[config.mk]
export PLATFORM = sky130hd
export DESIGN_NAME = sync_debounce
export DESIGN_NICKNAME = d
export VERILOG_FILES = /design/src/rtl/sync_debounce_pkg.sv /design/src/rtl/sync_debounce_channel.sv /design/src/rtl/sync_debounce_reg.sv /design/src/rtl/sync_debounce.sv
export SDC_FILE = /design/constraint.sdc
export NUM_CORES = 1
export LEC_CHECK = 0
export CORE_AREA = 4 4 41 43
export DETAILED_ROUTE_END_ITERATION = 6
export DIE_AREA = 0 0 45 47
export PLACE_DENSITY = 0.44
export SLEW_MARGIN = 10
export SYNTH_ARGS = -nofsm -noshare
export SYNTH_HDL_FRONTEND = slang
export SYNTH_HIERARCHICAL = 1
export SYNTH_SLANG_ARGS = --single-unit
[constraint.sdc]
create_clock -name clk -period 2.6 [get_ports clk]
set_clock_uncertainty 0.15 [all_clocks]
set_input_delay 0.39 -clock clk [delete_from_list [all_inputs] [get_ports clk]]
set_output_delay 0.39 -clock clk [all_outputs]
set_load 0.02 [all_outputs]
[src/rtl/sync_debounce_pkg.sv]
// Shared constants for the io_circuits input-conditioning blocks.
// Holds the default debounce parameters and the counter-width derivation so
// every block that filters raw inputs sizes its counters the same way.
package sync_debounce_pkg;

  localparam int DEFAULT_WIDTH         = 1;
  localparam int DEFAULT_SYNC_STAGES   = 2;
  localparam int DEFAULT_STABLE_CYCLES = 4;

  // Counter must hold 0 .. stableCycles-1; one extra code keeps it safe for
  // stableCycles = 1, where a 1-bit counter is still required.
  function automatic int cnt_width(input int stableCycles);
    return $clog2(stableCycles + 1);
  endfunction

endpackage

[src/rtl/sync_debounce_channel.sv]
// One debounce lane: a saturating mismatch counter, the filtered level flop
// and the registered rise/fall pulse flops for a single synchronized bit.
module debounce_channel
  import sync_debounce_pkg::*;
#(
  parameter int STABLE_CYCLES = DEFAULT_STABLE_CYCLES,
  parameter int CNT_W         = cnt_width(STABLE_CYCLES)
) (
  input  logic clk,
  input  logic rst,
  input  logic en_i,
  input  logic sync_i,
  output logic clean_o,
  output logic rise_o,
  output logic fall_o
);

  localparam logic [CNT_W-1:0] LAST_COUNT = CNT_W'(STABLE_CYCLES - 1);

  logic [CNT_W-1:0] cnt_q, cnt_d;
  logic             clean_q, clean_d;
  logic             rise_q, rise_d;
  logic             fall_q, fall_d;

  // Next-state: count enabled mismatches, flip the level on the last one and
  // clear the count; any agreement wipes a partial count. The counter stops
  // at LAST_COUNT because that value always triggers the flip and a clear.
  always_comb begin
    cnt_d   = cnt_q;
    clean_d = clean_q;
    rise_d  = 1'b0;
    fall_d  = 1'b0;
    if (en_i) begin
      if (sync_i != clean_q) begin
        if (cnt_q == LAST_COUNT) begin
          clean_d = sync_i;
          cnt_d   = '0;
          rise_d  = sync_i;
          fall_d  = ~sync_i;
        end else begin
          cnt_d = cnt_q + CNT_W'(1);
        end
      end else begin
        cnt_d = '0;
      end
    end
  end

  // State flops; reset clears the level directly so it never emits a pulse.
  always_ff @(posedge clk) begin
    if (rst) begin
      cnt_q   <= '0;
      clean_q <= 1'b0;
      rise_q  <= 1'b0;
      fall_q  <= 1'b0;
    end else begin
      cnt_q   <= cnt_d;
      clean_q <= clean_d;
      rise_q  <= rise_d;
      fall_q  <= fall_d;
    end
  end

  assign clean_o = clean_q;
  assign rise_o  = rise_q;
  assign fall_o  = fall_q;

endmodule

[src/rtl/sync_debounce_reg.sv]
// Resettable register primitive: a WIDTH-wide bank of flops with a
// synchronous active-high clear. Used for every synchronizer stage.
module sync_debounce_reg #(
  parameter int W = 1
) (
  input  logic         clk,
  input  logic         rst,
  input  logic [W-1:0] d_i,
  output logic [W-1:0] q_o
);

  // Plain D register, cleared to zero while rst is high.
  always_ff @(posedge clk) begin
    if (rst) q_o <= '0;
    else     q_o <= d_i;
  end

endmodule

[src/rtl/sync_debounce.sv]
// Multi-channel input conditioner: a SYNC_STAGES-deep synchronizer followed
// by an independent debounce lane per bit producing a clean level and
// one-cycle rise/fall pulses. WIDTH >= 1, SYNC_STAGES >= 2, STABLE_CYCLES >= 1.
module sync_debounce
  import sync_debounce_pkg::*;
#(
  parameter int WIDTH         = DEFAULT_WIDTH,
  parameter int SYNC_STAGES   = DEFAULT_SYNC_STAGES,
  parameter int STABLE_CYCLES = DEFAULT_STABLE_CYCLES,
  parameter int CNT_W         = cnt_width(STABLE_CYCLES)
) (
  input  logic             clk,
  input  logic             rst,
  input  logic [WIDTH-1:0] async_in,
  input  logic             en,
  output logic [WIDTH-1:0] sync_out,
  output logic [WIDTH-1:0] clean_out,
  output logic [WIDTH-1:0] rise_pulse,
  output logic [WIDTH-1:0] fall_pulse
);

  // Slot 0 is the raw input; slot s+1 is the output of stage s, so only the
  // first register ever sees async_in.
  logic [SYNC_STAGES:0][WIDTH-1:0] syncChain;

  assign syncChain[0] = async_in;

  // Synchronizer: one full-width register per stage, shifting every cycle
  // regardless of en.
  for (genvar s = 0; s < SYNC_STAGES; s++) begin : gSync
    sync_debounce_reg #(
      .W(WIDTH)
    ) uStage (
      .clk (clk),
      .rst (rst),
      .d_i (syncChain[s]),
      .q_o (syncChain[s+1])
    );
  end

  assign sync_out = syncChain[SYNC_STAGES];

  // Debounce lanes: fully independent, so simultaneous transitions on
  // several bits produce their pulses in the same cycle.
  for (genvar i = 0; i < WIDTH; i++) begin : gChan
    debounce_channel #(
      .STABLE_CYCLES (STABLE_CYCLES),
      .CNT_W         (CNT_W)
    ) uChan (
      .clk     (clk),
      .rst     (rst),
      .en_i    (en),
      .sync_i  (sync_out[i]),
      .clean_o (clean_out[i]),
      .rise_o  (rise_pulse[i]),
      .fall_o  (fall_pulse[i])
    );
  end

endmodule

==> out/results.txt <==
TritonCTS created 3 clock buffers. After routing, the total negative slack on setup checks comes to 0 ps. In this run the most critical hold path is launched from gSync[0].uStage/q_o$_SDFF_PP0_.

The post-placement worst setup slack came out at 958.9 ps. Path type of the worst min-delay path: reg -> reg. The library cells used most frequently in the layout, excluding fill and tap cells, are 8 x dfxtp_1, 7 x clkdlybuf4s50_1, 5 x nand2b_1. The final worst-path cycle share was 70.02%. The tree is rooted in a clkbuf_4. The count of buffers added by post-CTS timing repair for setup came out at 0.

The type of element capturing the critical path is a primary output. In this run the critical register-to-register path is launched from gChan[0].uChan/cnt_q[0]$_SDFFE_PP0P_. The synthesized-area fraction occupied by adder cells was 4.065%. For the global-route wire length before repair, the log shows 855 microns. The run finished with clean final reports.

Max-cap violations in this run came to 0. The full die area came out at 2115 sq um. The antenna diode instance count was 0; the pin slew with the least headroom to its limit was 408.8 ps. The number of pins with negative max-slew slack in the final report is 0, and the maximum fanout encountered on the critical timing path is 5. After the last flow step, the layout net total stands at 44. The worst register-to-register path ends at gChan[0].uChan/fall_o$_SDFF_PP0_.

In this run the mean area of a mapped cell was 11.40 sq um. Setup repair after global routing left no endpoint under its margin. The area added between synthesis and finish works out to 36.18%.

The number of violations reported at the end of detailed-routing iteration 0 is 1. The later pin in the worst-skew pair is clocked with a latency of 240 ps. In this run the standard cell core region covers 1301 sq um. For this design the ratio of total power to cell area is 549.1 nW/um^2. The tools report the kind of start point of the critical path as a flop. The critical path's slowest cell is clkdlybuf4s50_1. The critical path is of the reg -> out type. Peak supply drop: 0.2195 mV. For this run, the number of Yosys warnings is 6. Largest family of logic cells by synthesized area: simple AND/OR/NAND/NOR gates.

The total of endpoints with negative setup slack in the final report came out at 0. The number of cells on the worst reg-to-reg path is 3. After technology mapping, the gate count stands at 27. The floorplan has 13 rows. Clock-pin slew was measured on the worst setup and hold paths at 50 ps. When the netlist entered floorplanning its net count stood at 32.

Of the total synthesized cell area, the portion taken by XOR and XNOR cells is 2.846%. For the count of unique library cells instantiated by Yosys, the log shows 12. The overall global routing resource usage was 6.022%.

Number of global-route vias before repair: 233. The maximum buffer depth of the clock tree came out at 2. Global routing finished with a remaining overflow of 0.

In this run the static leakage power is 0.0001597 uW. For this configuration, the core starts out at a cell density of 23.65%. After detailed routing, the number of remaining DRC violations is 0.

For this design, the sink count on the clock tree is 8. Most common cell after layout, fill and taps aside: dfxtp_1. Of the post-synthesis cell area, the part taken by muxes is 3.252%. The kind of cell with the highest combined delay along the critical path is buffers and inverters. The final route contains 231 vias. The routed design has 528 microns of wire. The filler cells instantiated in the layout total 155. The instance count after placement with tap cells included is 49, and the fraction of the yosys area taken by sequential cells is 52.03%. Entering global routing, the biggest net connects 9 pins. Setup slack on the critical path of the routed design comes to 779.5 ps. The worst hold path cell count came out at 1. The signal on the critical path passes through clkdlybuf4s50_1. Routability-driven placement finished with a final weighted congestion of 0.5973. For the finished layout, the period the worst path requires is 1820 ps. The synthesized netlist devotes 4.878% of its cell area to compound gates. Data on the critical path is required at its endpoint by 2060 ps.

The flip-flop and latch area came out at 160.2 sq um. The count of buffers inserted at the top-level ports came out at 7. TritonCTS built the clock tree. After synthesis the cells add up to 307.8 sq um. Number of ports placed on the die boundary: 8. After clock tree synthesis, the repair step resized 0 gates. The synthesized design contains 8 register bits. The layout cell share with drive strength beyond 1 came out at 13.51%. The count of hold buffers inserted by post-cts repair was 0; the number of buffers and inverters on the critical path was 1. For the highest clock rate, the log shows 549.3 MHz. The logs give 4 for the number of detailed-route iterations in the first pass and 0 for the remaining antenna violation count after routing. Number of antenna violations at the first check in global routing: 0.

The setup slack of the most critical reg-to-reg path was 1360 ps; the overall die width was 45 microns. Headroom to the max-slew limit came out at 72.66%. The simple logic cell fraction of the synthesized area came out at 32.93%. The highest cell delay on the worst timing path came out at 640 ps. The final hold violation count was 0. The signal arrival time at the worst endpoint is 1280 ps, and the via count normalized by instance count is 4.442.

The wire length per cell works out to 10.15 microns. For hold timing, the worst endpoint is gSync[1].uStage/q_o$_SDFF_PP0_. The count of cells in the finished layout, fillers not included, comes to 52. For the area of the multi-input gates, the log shows 147.6 sq um.

The number of H-tree branching levels was 1. The floorplan step set the die height to 47 microns.
-- metrics by stage --
stage	power (uW)	cell area, sq um	utilization, %	hold slack, ps
floorplan	134.0	307.8	-	277.7
global placement	143.1	396.6	30.48	285.5
detailed placement	143.6	396.6	30.48	289.6
CTS	236.4	419.2	32.21	297.3
global route	242.9	419.2	32.21	302.6
finish	230.2	419.2	32.21	293.6
-- kinds of logic (layout without fill, tap and decap cells) --
family / after synthesis / in the layout
flops: 8 / 8
xor+xnor: 1 / 1
fa+ha+maj: 1 / 1
buf+inv: 0 / 10
simple gates: 13 / 13
compound gates: 3 / 3
mux: 1 / 1
-- cell type report --
type / count / area share, %
clock buffers: 3 / 5.373
multi-input cells: 19 / 35.22
well taps: 15 / 4.478
repair buffers: 7 / 16.72
flip-flops and latches: 8 / 38.21
-- layer usage --
metal	global-route usage, %	wire, microns	vias up
met5	0	0	-
met4	7.018	0	0
met3	2.299	31	0
met2	7.910	253	5
met1	6.881	242	110
li1	-	-	116
-- Yosys cell counts --
cell type  instances  share of area [%]
a21oi_1            3                4.9
nand4b_1           1                2.8
xor2_1             1                2.8
nor2_1             1                1.2
nand2b_1           5                 10
nor4b_1            2                5.7
ha_1               1                4.1
nand3b_1           1                2.4
nor2b_4            2                8.9
mux2i_1            1                3.3
dfxtp_1            8                 52
nand3_1            1                1.6
-- sequential cells by signal, indices dropped and copies added (netlist names) --
register             cells
gChan.uChan/clean_o      1
gChan.uChan/cnt_q        3
gChan.uChan/fall_o       1
gChan.uChan/rise_o       1
gSync.uStage/q_o         2
-- power by group --
part           total, uW  internal (uW)  switching [uW]
registers            126            125            1.35
logic               15.0           8.92            6.05
clock network       89.1           52.4            36.7
total                230            186            44.1
-- worst max-delay path by stage --
stage                                        startpoint                                   end  cells past startpoint
finish                   gSync[1].uStage/q_o$_SDFF_PP0_                              sync_out                      1
global route             gSync[1].uStage/q_o$_SDFF_PP0_                              sync_out                      1
CTS                      gSync[1].uStage/q_o$_SDFF_PP0_                              sync_out                      1
detailed placement                                   en      gChan[0].uChan/rise_o$_SDFF_PP0_                      3
global placement                                     en      gChan[0].uChan/fall_o$_SDFF_PP0_                      3
floorplan           gChan[0].uChan/clean_o$_SDFFE_PP0P_  gChan[0].uChan/cnt_q[0]$_SDFFE_PP0P_                      3
Power figures use the tool's default switching activity.
